`src/rtl/pg_domain_sequencer.sv`:
```
// ---------------------------------------------------------------------------
// pg_domain_sequencer
//
// Ordered power-gate sequencer. It drives the per-domain power requests of the
// domain FSMs one at a time and waits for each domain's done before moving on.
// Power-down walks the latched mask from the highest index to the lowest, and
// power-up walks it from the lowest to the highest. Every step can be followed
// by a programmable settle gap. A per-step timeout forces the step to complete
// and raises a sticky error.
//
// Ports
//   clk_i            clock
//   rstn_i           asynchronous active-low reset
//   power_req_i      target state: 1 = on, 0 = sleep (level, sampled in ON/OFF)
//   dom_mask_i       bit k = 1: domain k is gated during sleep
//   settle_cycles_i  idle cycles after each completed step (0 = none)
//   timeout_i        max WAIT cycles per step (0 = disabled)
//   dom_done_i       domain k has reached the level driven on dom_power_o[k]
//   err_clr_i        clears err_o / err_dom_o (a same-cycle timeout wins)
//   dom_power_o      per-domain power request
//   on_o / sleep_o   state is ON / OFF
//   busy_o           sequence in progress
//   err_o            sticky timeout flag
//   err_dom_o        index of the domain that most recently timed out
// ---------------------------------------------------------------------------
module pg_domain_sequencer #(
    parameter int N_DOM = 6,
    parameter int DLY_W = 8,
    parameter int TO_W  = 12
) (
    input  logic                     clk_i,
    input  logic                     rstn_i,
    input  logic                     power_req_i,
    input  logic [N_DOM-1:0]         dom_mask_i,
    input  logic [DLY_W-1:0]         settle_cycles_i,
    input  logic [TO_W-1:0]          timeout_i,
    input  logic [N_DOM-1:0]         dom_done_i,
    input  logic                     err_clr_i,
    output logic [N_DOM-1:0]         dom_power_o,
    output logic                     on_o,
    output logic                     sleep_o,
    output logic                     busy_o,
    output logic                     err_o,
    output logic [$clog2(N_DOM)-1:0] err_dom_o
);

    localparam int IDX_W = $clog2(N_DOM);
    localparam int CNT_W = (DLY_W > TO_W) ? DLY_W : TO_W;

    localparam logic DIR_DOWN = 1'b0;
    localparam logic DIR_UP   = 1'b1;

    typedef enum logic [1:0] {
        ST_ON     = 2'd0,
        ST_OFF    = 2'd1,
        ST_WAIT   = 2'd2,
        ST_SETTLE = 2'd3
    } state_t;

    state_t             r_state;
    logic               r_dir;
    logic [IDX_W-1:0]   r_idx;
    logic [N_DOM-1:0]   r_mask_q;
    logic [CNT_W-1:0]   r_cnt;
    logic [N_DOM-1:0]   r_dom_power;
    logic               r_on;
    logic               r_sleep;
    logic               r_busy;
    logic               r_err;
    logic [IDX_W-1:0]   r_err_dom;

    logic               w_hi_vld;
    logic [IDX_W-1:0]   w_hi_idx;
    logic               w_lo_vld;
    logic [IDX_W-1:0]   w_lo_idx;
    logic               w_nx_vld;
    logic [IDX_W-1:0]   w_nx_idx;
    logic               w_blank;
    logic               w_done;
    logic               w_tmo;
    logic               w_step_done;
    logic               w_settle_nz;
    logic               w_settle_end;
    logic               w_advance;
    logic [CNT_W-1:0]   w_cnt_inc;

    // Bit searches. The first down step searches the live mask because it is
    // being latched in the same cycle; every later step uses the latched copy.
    always_comb begin
        w_hi_vld = 1'b0;
        w_hi_idx = '0;
        for (int k = 0; k < N_DOM; k++) begin
            if (dom_mask_i[k]) begin
                w_hi_vld = 1'b1;
                w_hi_idx = IDX_W'(k);
            end
        end

        w_lo_vld = 1'b0;
        w_lo_idx = '0;
        for (int k = N_DOM - 1; k >= 0; k--) begin
            if (r_mask_q[k]) begin
                w_lo_vld = 1'b1;
                w_lo_idx = IDX_W'(k);
            end
        end

        // Next set bit below r_idx (down) or above r_idx (up); unmasked
        // domains are skipped without spending any cycles.
        w_nx_vld = 1'b0;
        w_nx_idx = '0;
        for (int k = 0; k < N_DOM; k++) begin
            if (r_mask_q[k]) begin
                if (r_dir == DIR_DOWN) begin
                    if (k < int'(r_idx)) begin
                        w_nx_vld = 1'b1;
                        w_nx_idx = IDX_W'(k);
                    end
                end else if ((k > int'(r_idx)) && !w_nx_vld) begin
                    w_nx_vld = 1'b1;
                    w_nx_idx = IDX_W'(k);
                end
            end
        end
    end

    // The first WAIT cycle ignores done: the domain FSM may still report the
    // previous level. The counter saturates, so this cycle never repeats
    // when the timeout is disabled.
    assign w_blank      = (r_cnt == CNT_W'(1));
    assign w_done       = !w_blank && dom_done_i[r_idx];
    assign w_tmo        = (timeout_i != '0) && (r_cnt == CNT_W'(timeout_i)) && !w_done;
    assign w_step_done  = w_done || w_tmo;
    assign w_settle_nz  = (settle_cycles_i != '0);
    assign w_settle_end = (r_cnt >= CNT_W'(settle_cycles_i));
    assign w_cnt_inc    = (r_cnt == {CNT_W{1'b1}}) ? r_cnt : r_cnt + CNT_W'(1);

    assign w_advance = ((r_state == ST_WAIT) && w_step_done && !w_settle_nz) ||
                       ((r_state == ST_SETTLE) && w_settle_end);

    always_ff @(posedge clk_i or negedge rstn_i) begin
        if (!rstn_i) begin
            r_state     <= ST_ON;
            r_dir       <= DIR_DOWN;
            r_idx       <= '0;
            r_mask_q    <= '0;
            r_cnt       <= '0;
            r_dom_power <= '1;
            r_on        <= 1'b1;
            r_sleep     <= 1'b0;
            r_busy      <= 1'b0;
            r_err       <= 1'b0;
            r_err_dom   <= '0;
        end else begin
            if (err_clr_i) begin
                r_err     <= 1'b0;
                r_err_dom <= '0;
            end

            case (r_state)
                ST_ON: begin
                    if (!power_req_i) begin
                        r_mask_q <= dom_mask_i;
                        r_dir    <= DIR_DOWN;
                        r_on     <= 1'b0;
                        if (w_hi_vld) begin
                            r_idx                 <= w_hi_idx;
                            r_dom_power[w_hi_idx] <= 1'b0;
                            r_cnt                 <= CNT_W'(1);
                            r_busy                <= 1'b1;
                            r_state               <= ST_WAIT;
                        end else begin
                            r_sleep <= 1'b1;
                            r_state <= ST_OFF;
                        end
                    end
                end

                ST_OFF: begin
                    if (power_req_i) begin
                        r_dir   <= DIR_UP;
                        r_sleep <= 1'b0;
                        if (w_lo_vld) begin
                            r_idx                 <= w_lo_idx;
                            r_dom_power[w_lo_idx] <= 1'b1;
                            r_cnt                 <= CNT_W'(1);
                            r_busy                <= 1'b1;
                            r_state               <= ST_WAIT;
                        end else begin
                            r_on    <= 1'b1;
                            r_state <= ST_ON;
                        end
                    end
                end

                ST_WAIT: begin
                    if (w_step_done) begin
                        // Written after the clear above so a coincident
                        // timeout keeps the flag set.
                        if (w_tmo) begin
                            r_err     <= 1'b1;
                            r_err_dom <= r_idx;
                        end
                        if (w_settle_nz) begin
                            r_cnt   <= CNT_W'(1);
                            r_state <= ST_SETTLE;
                        end
                    end else begin
                        r_cnt <= w_cnt_inc;
                    end
                end

                ST_SETTLE: begin
                    if (!w_settle_end) begin
                        r_cnt <= w_cnt_inc;
                    end
                end

                default: begin
                    r_state <= ST_ON;
                end
            endcase

            // Step to the next masked domain, or finish the sequence.
            if (w_advance) begin
                if (w_nx_vld) begin
                    r_idx                 <= w_nx_idx;
                    r_dom_power[w_nx_idx] <= ~r_dom_power[w_nx_idx];
                    r_cnt                 <= CNT_W'(1);
                    r_state               <= ST_WAIT;
                end else begin
                    r_busy <= 1'b0;
                    if (r_dir == DIR_DOWN) begin
                        r_sleep <= 1'b1;
                        r_state <= ST_OFF;
                    end else begin
                        r_on    <= 1'b1;
                        r_state <= ST_ON;
                    end
                end
            end
        end
    end

    assign dom_power_o = r_dom_power;
    assign on_o        = r_on;
    assign sleep_o     = r_sleep;
    assign busy_o      = r_busy;
    assign err_o       = r_err;
    assign err_dom_o   = r_err_dom;

endmodule

```
`config.mk`:
```
export PLATFORM = sky130hd
export DESIGN_NAME = pg_domain_sequencer
export DESIGN_NICKNAME = d
export VERILOG_FILES = /design/src/rtl/pg_domain_sequencer.sv
export SDC_FILE = /design/constraint.sdc
export NUM_CORES = 1
export LEC_CHECK = 0
export BUFFER_PORTS_ARGS = -buffer_cell sky130_fd_sc_hd__buf_2
export CAP_MARGIN = 10
export CORE_MARGIN = 8
export CORE_UTILIZATION = 39
export CTS_CLUSTER_DIAMETER = 100
export DETAILED_ROUTE_END_ITERATION = 8
export PLACE_DENSITY = 0.68
export SYNTH_ARGS = -nofsm -noshare
export SYNTH_HDL_FRONTEND = slang
export SYNTH_SLANG_ARGS = --single-unit
```
`constraint.sdc`:
```
create_clock -name clk_i -period 2.9 [get_ports clk_i]
set_input_delay 0.145 -clock clk_i [delete_from_list [all_inputs] [get_ports clk_i]]
set_output_delay 0.145 -clock clk_i [all_outputs]
set_load 0.02 [all_outputs]
```
# After elaboration in Yosys (flattened, before gate mapping)
# Index checks and enable logic that the tools add are counted.
[op_classes]
muxes = 144
n_addsub = 1
magnitude_cmp = 19
n_reduce_logical = 32
bitwise_logic = 5
eq_ne = 12
[op_table]
columns = ["cell", "count"]
rows = [
  ["12-bit two-way mux", 10],
  ["3-bit two-way mux", 38],
  ["1-bit two-way mux", 68],
  ["12-bit one-hot mux with 4 select lines", 1],
  ["6-bit two-way mux", 6],
  ["3-bit by 4-bit less-than comparator with 1-bit output (second input constant)", 4],
  ["2-bit two-way mux", 8],
  ["1-bit logical AND", 14],
  ["12-bit by 1-bit adder with 12-bit output (second input constant)", 1],
  ["12-bit by 1-bit equality test with 1-bit output (second input constant)", 1],
  ["12-bit equality test", 1],
  ["12-bit equality test (second input constant)", 1],
  ["12-bit by 8-bit >= comparator with 1-bit output", 1],
  ["3-bit inequality test (second input constant)", 4],
  ["6-bit one-hot mux with 2 select lines", 1],
  ["12-bit nonzero test", 1],
  ["1-bit demux with 3-bit select", 3],
  ["3-bit by 1-bit >= comparator with 1-bit output (second input constant)", 3],
  ["1-bit logical NOT", 8],
  ["1-bit one-hot mux with 2 select lines", 4],
  ["8-bit nonzero test", 1],
  ["6-bit bitwise AND", 1],
  ["1-bit binary-select mux with 3-bit select", 2],
  ["6-bit bitwise mux", 1],
  ["21 further kinds", 30],
]
[word_totals]
input_bits = 36
output_inout_bits = 13
ff_bits = 37

# Longest topological paths before layout
[logic_depth]
ltp_word = 36
mapped_depth = 10
mapped_depth_nobuf = 9

# Least setup slack after synthesis
# No wires, ideal clock.
[synth_path]
path_kind = "register -> register"
from = "register r_cnt[9]"
to = "register r_cnt[0]"
path_stages_with_launch = 9
arrival_ns = 2.162
setup_ns = 0.077
synth_period_minus_slack_ns = 2.239
path_slack_ns = 0.661
required_ns = 2.823
cell_sequence = "dfrtp_1 -> clkbuf_1 -> nor4_1 -> nand3_1 -> and4_1 -> nor2_2 -> mux2_1 -> a221o_1 -> a21oi_1"
[synth_between]
elab_chain_cells = 10
[synth_lines]
columns = ["item", "line", "text"]
rows = [
  ["from (decl)", "64", "logic [CNT_W-1:0] r_cnt;"],
  ["from (signal assigned)", "209", "r_cnt <= w_cnt_inc;"],
  ["from (signal assigned)", "215", "r_cnt <= w_cnt_inc;"],
  ["branches (longest 9 deep; another with 12-bit by 8-bit >= comparator with 1-bit output)", "n/a", ""],
  ["12-bit two-way mux *", "225", "if (w_advance) begin"],
]
# Mark *: on every way between the ends.
# A chain may end at the register's enable or synchronous reset.

# Worst setup path in the final report
[layout_path]
from = "register r_cnt[0]"
to = "register r_cnt[0]"
[layout_between]
elab_chain_cells = 10
[layout_lines]
columns = ["item", "line"]
rows = [
  ["branches (longest 9 deep; another with 12-bit by 1-bit adder with 12-bit output)", "n/a"],
  ["12-bit two-way mux *", "225"],
]
# Marks and branches as above.

==> results.txt <==
Top-area cell type share of the netlist area -> 22.08%
Filler cells -> 852
Status -> finished, final reports clean
Chip Width -> 109.4 um
Period utilization -> 92.82%
Nature of the critical path endpoint -> register
Post-DP HPWL -> 8.025 mm
Startpoint type of the worst setup path -> register
Most frequent cell after synthesis -> nor2_1
Seq/Total Area, Yosys -> 27.48%
DR vias/cell -> 6.028
Clock Path Buffers -> 2
Routed Antenna Nets -> 0
Postcts setup bufs -> 0
CTS root buf -> clkbuf_8
Syn Area/Cell -> 8.021 um^2
Routed length per instance -> 17.64 um
Vias in the first global route -> 3488
Clock Latency Late Sink -> 0.30 ns
Worst hold endpoint -> err_o
P per Cell Area -> 1047 nW/um^2
Max_cap viols -> 0
Syn Std Cell Area -> 3401 um^2
Crit Path Category -> reg2reg
Pre-antenna DRT Iters -> 5
Worst-path maximum fanout -> 12
Worst Hold Class -> in2reg
Initial antenna violation count -> 0
H-tree depth -> 2
Reg clk slew, reported paths -> 0.08 ns
Syn_nets -> 474
All-layer global routing usage -> 17.47%
#FFs+latches synth -> 37
Synth cell count leaders -> 36 x nor2_1, 31 x a21oi_1, 30 x dfrtp_1, 30 x nand2_1, 26 x inv_1
Ports -> 49
Nets -> 521
Placed cells -> 571
Leak Pwr -> 1.706 nW
Reg2Reg Depth -> 10
Die H -> 109.4 um
Largest net degree at the start of global routing -> 38
Slew Limit Headroom -> 42.40%
TritonCTS sink count -> 37
Die ar. -> 11960 um^2
Synth warnings -> 0
Total CTS buffers -> 5
Hold Vio Cnt, Final -> 0
Area growth syn-to-layout -> 14.68%
Fmax -> 371.5 MHz
EDFF count, synth -> 0
First-pass GRT wire length -> 16.85 mm
Flop-to-flop setup slack -> 0.21 ns
Share of layout cells above drive strength 1 -> 22.03%
Core area -> 8593 um^2
Async SR Flop Fraction -> 100.0%
Routed WL -> 10.23 mm
Tightest Pin Transition -> 0.8640 ns
IO buf count -> 48
Setup violators final -> 0
GR Overflow Total -> 0
GPL Wtd Cong -> 0.9530
Synth unique cells -> 76
Hold path cells -> 2
Std-Cell Rows -> 34
Worst path arrival time -> 2.92 ns
CTS tree -> built
Post-layout util -> 45.38%
Top FF cell, synth -> dfrtp_1
Cell taking the most area after synthesis -> dfrtp_1
N_diodes -> 0
Via count -> 3496
Reg2Reg Capture Point -> r_cnt[0]
Top cells by area, synth -> dfrtp_1 22%, dfstp_2 5.4%, ha_1 5.2%
CP Data Required Time -> 3.13 ns
Number of remaining DRC errors -> 0
Final Instance Count excl. Fillers -> 580
Hold_ws -> 0.08595 ns
Worst R2R Start -> r_cnt[0]
Tmin final -> 2.692 ns
Clk_skew -> 0.008773 ns
Cell count after synthesis -> 424
Initial Util -> 39.57%
Initial DRC count -> 221
HP Start -> err_clr_i
VDD IR max -> 488.6 uV
Slew Limit Fails -> 0
report_power, final:
group / internal [W] / switching [W] / total (W)
combinational: 0.00105 / 0.00152 / 0.00257
clock: 0.000280 / 0.000200 / 0.000480
sequential: 0.000720 / 0.000316 / 0.00104
logic make-up after synthesis:
family	after synthesis	synth area share [%]
AND/OR/NAND/NOR	162	26.20
buffers and inverters	50	6.696
XOR/XNOR	14	3.606
multiplexers	15	4.672
flip-flops	37	27.48
AO/OA/AOI/OAI	132	26.20
adder cells (fa/ha/maj)	14	5.151
what timing repair did:
action | 4_1_cts | 5_1_grt
hold buffers | 1 | 0
setup endpoints to repair | 0 | 3
endpoints found under the hold margin | 30 | 0
gates resized for setup | 0 | 3
critical path: stages, from the launching register on:
cell	delay, ns
dfrtp_1	0.58
inv_1	0.17
ha_1	0.30
nor2b_1	0.04
o21ai_0	0.21
a21oi_2	0.14
nand2b_1	0.24
a21oi_2	0.52
buf_4	0.25
nor3_1	0.05
a21oi_1	0.12
metrics by stage:
step	power, W	setup TNS (ns)	cell area, um^2	worst slack, ns
after floorplan	0.002864	0	3401	0.6608
after global placement	0.003541	0	3759	0.1585
after detailed placement	0.003559	0	3759	0.2274
after CTS	0.004051	0	3889	0.1962
after global routing	0.004414	-0.02277	3900	-0.02277
final	0.004085	0	3900	0.2083
registers in the layout, summed over array words and instances, names as in the netlist:
name / cells
r_state: 2
r_cnt: 12
r_idx: 3
r_mask_q: 6
err_o: 1
err_dom_o: 3
dom_power_o: 6
on_o: 1
busy_o: 1
sleep_o: 1
r_dir: 1
per-layer routing:
| layer | vias up | GRT usage (%) | wire [um] |
|---|---|---|---|
| li1 | 1677 | - | - |
| met1 | 1649 | 22.50 | 4435 |
| met2 | 152 | 28.47 | 4771 |
| met3 | 18 | 3.869 | 854 |
| met4 | 0 | 5.400 | 172 |
| met5 | - | 0 | 0 |
cells in the final DEF, fill, tap and decap left out, drive strengths merged, types with 3 or more instances in the layout:
| master | n |
|---|---|
| buf | 63 |
| ha | 14 |
| a21o | 4 |
| o211ai | 4 |
| nand2 | 31 |
| nand4 | 5 |
| a211oi | 8 |
| nor2 | 38 |
| o31ai | 3 |
| nor3 | 12 |
| and4 | 5 |
| nor2b | 7 |
| o21ai | 27 |
| mux2 | 7 |
| a311oi | 3 |
| and2 | 4 |
| xor2 | 13 |
| nand3 | 21 |
| a21oi | 33 |
| nand2b | 4 |
| dfstp | 7 |
| or2 | 3 |
| nand3b | 6 |
| a2bb2oi | 3 |
| a22oi | 4 |
| or4 | 3 |
| inv | 26 |
| o32ai | 4 |
| clkbuf | 6 |
| dfrtp | 30 |
| o22ai | 5 |
| nor4 | 10 |
| o21a | 4 |
| a31oi | 9 |
| and3 | 5 |
| mux2i | 8 |
worst max path at each step:
stage,startpoint,to,slack [ns],depth (start not counted)
6_report,r_cnt[0],r_cnt[0],0.21,10
5_1_grt,r_cnt[0],r_cnt[2],-0.02,10
4_1_cts,r_cnt[8],r_cnt[0],0.20,7
3_5_place_dp,r_cnt[9],r_cnt[0],0.23,7
3_3_place_gp,r_cnt[8],r_cnt[0],0.16,7
2_1_floorplan,r_cnt[9],r_cnt[0],0.66,8
cell type report:
cell class | instances | area, um^2 | area share, %
well taps | 108 | 135.1 | 3.465
inverters | 26 | 97.59 | 2.502
flip-flops and latches | 37 | 935.9 | 24.00
clock buffers | 6 | 82.58 | 2.117
repair buffers | 64 | 362.8 | 9.304
clock inverters | 2 | 37.54 | 0.9625
multi-input cells | 337 | 2248 | 57.65
(Power assumes the default switching activity.)
